`src/rtl/csa_pkg.sv`:
```
// Shared types and constants for the carry-save accumulator.
package csa_pkg;
    localparam int CHUNK_W = 4;

    typedef enum logic [1:0] {
        ACCUM   = 2'd0,
        RESOLVE = 2'd1,
        DONE    = 2'd2
    } state_t;
endpackage

```
`src/rtl/ripple_carry_4_bit.sv`:
```
// 4-bit ripple-carry adder used to resolve one chunk of the redundant total.
module ripple_carry_4_bit (
    input  logic [3:0] a,
    input  logic [3:0] b,
    input  logic       cin,
    output logic [3:0] sum,
    output logic       cout
);
    logic [4:0] c;

    assign c[0] = cin;
    for (genvar i = 0; i < 4; i++) begin : g_fa
        assign sum[i]   = a[i] ^ b[i] ^ c[i];
        assign c[i+1]   = (a[i] & b[i]) | (a[i] & c[i]) | (b[i] & c[i]);
    end
    assign cout = c[4];
endmodule

```
`src/rtl/csa_accumulator.sv`:
```
// Accumulates a packet of operands in carry-save form, then resolves the
// redundant total one 4-bit chunk per cycle through a single ripple adder.
module csa_accumulator
    import csa_pkg::*;
#(
    parameter int W     = 4,
    parameter int CNT_W = 4
) (
    input  logic                 clk,
    input  logic                 rst,
    input  logic [W-1:0]         in_data,
    input  logic                 in_valid,
    input  logic                 in_last,
    output logic                 in_ready,
    output logic [W+CNT_W-1:0]   out_sum,
    output logic [CNT_W:0]       out_count,
    output logic                 out_ovf,
    output logic                 out_valid,
    input  logic                 out_ready
);
    localparam int ACC_W  = W + CNT_W;
    localparam int NCHUNK = ACC_W / CHUNK_W;
    localparam int KW     = (NCHUNK > 1) ? $clog2(NCHUNK) : 1;
    localparam logic [CNT_W:0] CNT_LIM = (CNT_W+1)'(1) << CNT_W;
    localparam logic [KW-1:0]  K_LAST  = KW'(NCHUNK - 1);

    if (ACC_W % CHUNK_W != 0) begin : g_bad_width
        $error("csa_accumulator: W+CNT_W must be a multiple of 4");
    end

    state_t             state;
    logic [ACC_W-1:0]   s_q, c_q, result;
    logic [CNT_W:0]     count;
    logic               ovf;
    logic [KW-1:0]      k;
    logic               cy;

    logic               accept;
    logic [ACC_W-1:0]   x, s_nxt, maj;
    logic [CHUNK_W-1:0] ch_sum;
    logic               ch_cout;

    assign accept = in_valid && (state == ACCUM);

    // 3:2 compression: no carry chain, only per-bit logic.
    assign x     = ACC_W'(in_data);
    assign s_nxt = s_q ^ c_q ^ x;
    assign maj   = (s_q & c_q) | (s_q & x) | (c_q & x);

    ripple_carry_4_bit u_chunk_add (
        .a    (s_q[int'(k)*CHUNK_W +: CHUNK_W]),
        .b    (c_q[int'(k)*CHUNK_W +: CHUNK_W]),
        .cin  (cy),
        .sum  (ch_sum),
        .cout (ch_cout)
    );

    always_ff @(posedge clk) begin
        if (rst) begin
            state  <= ACCUM;
            s_q    <= '0;
            c_q    <= '0;
            result <= '0;
            count  <= '0;
            ovf    <= 1'b0;
            k      <= '0;
            cy     <= 1'b0;
        end else begin
            case (state)
                ACCUM: if (accept) begin
                    s_q   <= s_nxt;
                    c_q   <= {maj[ACC_W-2:0], 1'b0};
                    count <= (count == '1) ? count : count + 1'b1;
                    // count >= limit before this accept means it ends above the limit
                    if (count >= CNT_LIM) ovf <= 1'b1;
                    if (in_last) begin
                        state <= RESOLVE;
                        k     <= '0;
                        cy    <= 1'b0;
                    end
                end
                RESOLVE: begin
                    result[int'(k)*CHUNK_W +: CHUNK_W] <= ch_sum;
                    cy <= ch_cout;
                    k  <= k + 1'b1;
                    if (k == K_LAST) state <= DONE;
                end
                DONE: if (out_ready) begin
                    state <= ACCUM;
                    s_q   <= '0;
                    c_q   <= '0;
                    count <= '0;
                    ovf   <= 1'b0;
                end
                default: state <= ACCUM;
            endcase
        end
    end

    assign in_ready  = (state == ACCUM);
    assign out_valid = (state == DONE);
    assign out_sum   = result;
    assign out_count = count;
    assign out_ovf   = ovf;
endmodule

```
`config.mk`:
```
export PLATFORM = sky130hd
export DESIGN_NAME = csa_accumulator
export DESIGN_NICKNAME = d
export VERILOG_FILES = /design/src/rtl/csa_pkg.sv /design/src/rtl/ripple_carry_4_bit.sv /design/src/rtl/csa_accumulator.sv
export SDC_FILE = /design/constraint.sdc
export NUM_CORES = 1
export LEC_CHECK = 0
export CORE_UTILIZATION = 50
export DETAILED_ROUTE_END_ITERATION = 12
export PLACE_DENSITY_LB_ADDON = 0.05
export SLEW_MARGIN = 20
export SYNTH_ARGS = -nofsm -noshare
export SYNTH_HDL_FRONTEND = slang
export SYNTH_SLANG_ARGS = --single-unit
```
`constraint.sdc`:
```
create_clock -name clk -period 2.9 [get_ports clk]
set_input_delay 0.87 -clock clk [delete_from_list [all_inputs] [get_ports clk]]
set_output_delay 0.87 -clock clk [all_outputs]
set_load 0.05 [all_outputs]
```
======== Yosys cells after proc, flatten, opt, wreduce, memory -nomap -nowiden ========
Cells that the tools add are included.
storage, ports and cells
  RAM bits ................................ 0
  logic and storage cells ................. 92
  bits in latches ......................... 0
  memories ................................ 0
  bits in read-only memories .............. 0
  register bits ........................... 34
operators by class
  divide/modulo/power cells ............... 0
  equality and inequality tests ........... 9
  reduce and logical (&&, ||, !) cells .... 9
  bitwise gates (word level) .............. 35
  order comparisons ....................... 1
  $add $sub $neg .......................... 3
  multiplexer cells ....................... 23
  multiply operators ...................... 0
  shift-type cells ........................ 4
operators with widths
  kind                                                                     count
  3-bit negation with 33-bit output                                        1
  4-bit by 33-bit variable shift with 8-bit output, first input constant   1
  4-bit by 33-bit indexed part select with 8-bit output                    1
  8-bit case mux with 2 select lines                                       2
  8-bit two-way mux                                                        3
  8-bit by 4-bit indexed part select with 4-bit output                     2
  5-bit two-way mux                                                        3
  7-bit by 4-bit bitwise AND with 7-bit output                             2
  7-bit OR                                                                 2
  1-bit bitwise AND                                                        12
  4-bit AND reduction                                                      3
  5-bit case mux with 2 select lines                                       1
  8-bit bitwise mux                                                        1
  2-bit two-way mux                                                        4
  1-bit OR                                                                 8
  1-bit bitwise XOR                                                        8
  8-bit by 4-bit bitwise XOR with 8-bit output                             1
  8-bit bitwise XOR                                                        1
  7-bit bitwise AND                                                        1
  2-bit by 1-bit inequality test with 1-bit output, second input constant  3
  2-bit inequality test, second input constant                             3
  1-bit case mux with 2 select lines                                       3
  2-bit case mux with 3 select lines                                       1
  3-bit AND reduction                                                      2
  other kinds (10)                                                         15

======== Depth between registers and ports, before layout ========
Gate-level depths: netlist (run 1).
  word-level depth ........................ 14
  mapped depth ............................ 9
  gate-level depth less buffers ........... 8

======== Cells and area by module ========
Synthesis (run 1) repeated with hierarchy kept, for this count alone.
unflattened totals
  cell total of the unflattened synthesis .. 192
  area, all modules ....................... 1731.7 um2
by module, submodules not included
  module              times used  cells an instance  area each (um2)
  csa_accumulator     1           178                1614.0
  ripple_carry_4_bit  1           14                 117.6

======== Worst setup path before layout (run 1) ========
No wires, ideal clock.
  kind .................................... flip-flop to flip-flop
  start point ............................. register k
  end point ............................... register result[3] (netlist: out_sum[3])
  setup time .............................. 86 ps
  buffers on the path ..................... 1
  cell stages (with the launch flop) ...... 8
  data arrival time ....................... 2517 ps
  clock period less this slack ............ 2603 ps
  setup slack ............................. 297 ps
  data required time ...................... 2814 ps
  path through ............................ dfxtp_1 > buf_2 > mux2i_1 > fa_1 > fa_1 > fa_1 > fa_1 > a211oi_1
between the ends
  word-level cells in the longest chain between the ends .. 13
  elaborated cells between the ends (all ways) .. 29
ends and longest elaborated chain
  what                                                                            RTL line                                      source
  from (decl)                                                                     csa_accumulator.sv:35                         logic [KW-1:0] k;
  from (signal assigned)                                                          csa_accumulator.sv:85                         k <= k + 1'b1;
  8-bit by 4-bit indexed part select with 4-bit output, on equally long branches  csa_accumulator.sv:51, csa_accumulator.sv:52
  1-bit bitwise AND                                                               ripple_carry_4_bit.sv:14                      assign c[i+1] = (a[i] & b[i]) | (a[i] & c[i]) | (b[i] & c[i]);
  1-bit OR (2 in series)                                                          ripple_carry_4_bit.sv:14
  1-bit bitwise AND                                                               ripple_carry_4_bit.sv:14
  1-bit OR (2 in series)                                                          ripple_carry_4_bit.sv:14
  1-bit bitwise AND                                                               ripple_carry_4_bit.sv:14
  1-bit OR (2 in series)                                                          ripple_carry_4_bit.sv:14
  1-bit bitwise XOR                                                               ripple_carry_4_bit.sv:13                      assign sum[i] = a[i] ^ b[i] ^ c[i];
  4-bit by 33-bit indexed part select with 8-bit output                           csa_accumulator.sv:83                         result[int'(k)*CHUNK_W +: CHUNK_W] <= ch_sum;
  8-bit bitwise mux (*)                                                           csa_accumulator.sv:83
  to (signal, indexed assignment)                                                 csa_accumulator.sv:83
  to (decl)                                                                       csa_accumulator.sv:32                         logic [ACC_W-1:0] s_q, c_q, result;
Every way passes the cells marked *; elsewhere a longest branch is shown, timed or not.
A chain may end at the register's enable or synchronous reset.

======== Worst setup path after layout (run 1) ========
Ends and elaborated chain as after synthesis.

==> flow_summary.json, run 1 <==
{
  "holdCritStartpoint": "out_ovf",
  "placementRows": 20,
  "cap_violations": 0,
  "synth_cells": 177,
  "grt_pass1_vias": 1280,
  "syn_area_um2": 1650,
  "whs_ns": 0.478,
  "cts_root_buf": "clkbuf_4",
  "synth_warnings": 0,
  "slew_viol_final": 0,
  "portBuffers": 24,
  "setup_viol": 0,
  "drive_gt1_frac": 0.0900,
  "worstSetupPathDepth": 6,
  "fin_nets": 221,
  "crit_path_frequent_cell": "fa_1",
  "dieArea_um2": 3530,
  "synth_area_per_cell_um2": 9.32,
  "post_drt_wl_per_cell_um": 13.5,
  "hp-class": "reg -> reg",
  "critPathArrivalTime_ns": 2.83,
  "clock_sinks": 33,
  "track_usage": 0.216,
  "first_pass_iters": 4,
  "start_util": 0.532,
  "holdPathStages": 2,
  "die_w_um": 59.5,
  "cts_tree": "built",
  "cts_made_buffers": 5,
  "clk_pin_slew_worst_paths_ns": 0.10,
  "crit_required_ns": 3.15,
  "cp_slowest_stage_delay_ns": 0.48,
  "vias": 1342,
  "hold_viol": 0,
  "rr_worst_depth": 6,
  "power.density_nw_per_um2": 483,
  "clock.fmax_mhz": 388,
  "rsz0062_at_grt": "false",
  "cts-hold-fix-buffers": 0,
  "crit_path_start_kind": "register",
  "min_period_ns": 2.58,
  "synth_edf_count": 0,
  "die_y_um": 59.5,
  "syn-num-nets": 199,
  "vias_per_cell": 5.50,
  "route.detailed.drc": 0,
  "p_leak_nw": 0.692,
  "tightest_slew_ns": 0.800,
  "placedInstanceArea_um2": 1910,
  "fin_crit_sh": 0.888,
  "syn_to_final_growth_pct": 19.8,
  "yosysSeqAreaShare": 0.400,
  "setup.worst_path.class": "reg -> reg",
  "antenna_found_initial": 0,
  "met1_length_um": 1600,
  "top_layer": "met4",
  "slew_headroom": 0.456,
  "gp_congestion": 0.776,
  "cp-end-kind": "register",
  "diodes": 0,
  "r2r-end": "out_sum[3]",
  "reg2reg_slack_ns": 0.32,
  "min_to": "out_ovf",
  "cts_buffer_depth": 2,
  "ir_drop_mv": 0.334,
  "core_um2": 3100,
  "antenna_left": 0,
  "critPathBufInv": 0,
  "status": "finished, final reports clean",
  "dr.first_iter.drc_count": 47,
  "yosysUniqueCellTypes": 35,
  "dr_wl_met3_um": 129,
  "grt_overflow_total": 0,
  "fillers": 294,
  "dp_hpwl_um": 2350,
  "synth_flop_cell": "dfxtp_1",
  "dr_wl_met2_um": 1520,
  "htree_levels": 2,
  "setup-tns-final_ns": 0,
  "path_cells": "mux2i_1, fa_1, fa_1, fa_1, fa_1, a211oi_1",
  "io_pins": 25,
  "clock_skew_ns": 0.00953,
  "cpLargestDelayFamily": "adder cells",
  "worst-path-max-fanout": 5,
  "final_area_um2": 1980,
  "cts-resized-gates": 0,
  "clk_latency_ns": 0.34,
  "ys_ff_latch": 33,
  "routed_wl_um": 3300,
  "grt_pass1_wl_um": 5700,
  "async_reset_ff_frac": 0,
  "slowest_stage": "fa_1",
  "cts_setup_buffers": 0,
  "rr_startpoint": "k",
  "grt_max_degree": 34
}
area by class of cell:
| cell class | count | area, µm² | area share |
|---|---|---|---|
| clock buffer | 7 | 65.1 | 0.0329 |
| tap | 44 | 55.1 | 0.0278 |
| timing repair buffer | 28 | 268 | 0.135 |
| inverter | 6 | 22.5 | 0.0114 |
| multi-input combinational | 125 | 901 | 0.456 |
| clock inverter | 1 | 5.00 | 0.00253 |
| sequential | 33 | 661 | 0.334 |
metal layers:
metal | track usage | vias to the layer above
li1 | - | 674
met1 | 0.268 | 636
met2 | 0.360 | 26
met3 | 0.0590 | 6
met4 | 0.0714 | 0
met5 | 0 | -
logic make-up after synthesis:
group                      count (synthesis)  share of synthesized area
adders and majority gates                 13                      0.130
muxes                                      8                     0.0508
and+or+nand+nor                           46                      0.159
buffers and inverters                     19                     0.0538
AOI/OAI and AO/OA                         58                      0.205
DFF                                       33                      0.400
sequential cells by signal, summed over array words and instances, names as in the netlist:
name,count
out_sum,8
cy,1
s_q,8
c_q,7
out_ovf,1
k,1
out_count,5
state,2
placed cells by master, fill, tap and decap left out, types with 2 or more instances in the layout:
cell type and n:
a211oi_1 9, a21oi_1 24, buf_4 5, clkbuf_4 5, clkbuf_8 2, clkdlybuf4s50_1 23
dfxtp_1 33, fa_1 7, ha_1 6, inv_1 6, mux2i_1 7, nand2_1 17
nand2b_1 3, nand3_1 4, nor2_1 12, nor3b_4 2, o211ai_1 2, o21ai_0 15
o31ai_1 3
how the worst max path moves through the flow:
stage / from / slack [ns] / to
after floorplan: k / 0.30 / out_sum[3]
after global placement: k / 0.44 / out_sum[7]
after detailed placement: k / 0.34 / out_sum[7]
after CTS: k / 0.31 / out_sum[7]
after global routing: k / 0.13 / out_sum[7]
final: k / 0.32 / out_sum[3]
cells in the mapped netlist, types with 2 or more instances:
library cell	count	area [µm²]
dfxtp_1	33	661
a21oi_1	24	120
nand2_1	17	63.8
o21ai_0	15	75.1
nor2_1	12	45.0
a211oi_1	9	67.6
fa_1	7	140
mux2i_1	7	70.1
ha_1	6	75.1
inv_1	6	22.5
clkbuf_1	5	18.8
buf_2	4	20.0
nand3_1	4	20.0
nand2b_1	3	18.8
o31ai_1	3	22.5
nor3b_4	2	37.5
o211ai_1	2	15.0
where the power goes:
part	switching, W	internal [W]
clock	0.000157	0.000140
sequential	0.0000153	0.000471
combinational	0.000105	0.0000657
total	0.000277	0.000677
through the flow:
step	instances	util	total power [W]	setup WS, ns
global placement	236	0.615	0.000664	0.442
floorplan	177	-	0.000615	0.297
finish	244	0.637	0.000954	0.324
detailed placement	236	0.615	0.000668	0.344
CTS	244	0.637	0.000963	0.310
global route	244	0.637	0.000998	0.135
worst reg2reg max path, cell delays in order, from the launching register on:
cell,delay (ns)
dfxtp_1,0.45
mux2i_1,0.14
fa_1,0.42
fa_1,0.39
fa_1,0.40
fa_1,0.48
a211oi_1,0.21
Note: power is estimated with default switching activity, not from simulation.
==> run 2: changes to the inputs <==
--- a/config.mk
+++ b/config.mk
@@ -7,8 +7,10 @@
 export LEC_CHECK = 0
 export CORE_UTILIZATION = 50
 export DETAILED_ROUTE_END_ITERATION = 12
+export GPL_ROUTABILITY_DRIVEN = 0
 export PLACE_DENSITY_LB_ADDON = 0.05
 export SLEW_MARGIN = 20
 export SYNTH_ARGS = -nofsm -noshare
 export SYNTH_HDL_FRONTEND = slang
 export SYNTH_SLANG_ARGS = --single-unit
+export TNS_END_PERCENT = 5
==> results of run 2 <==
Final layout, timing and power as in run 1 (identical DEF).
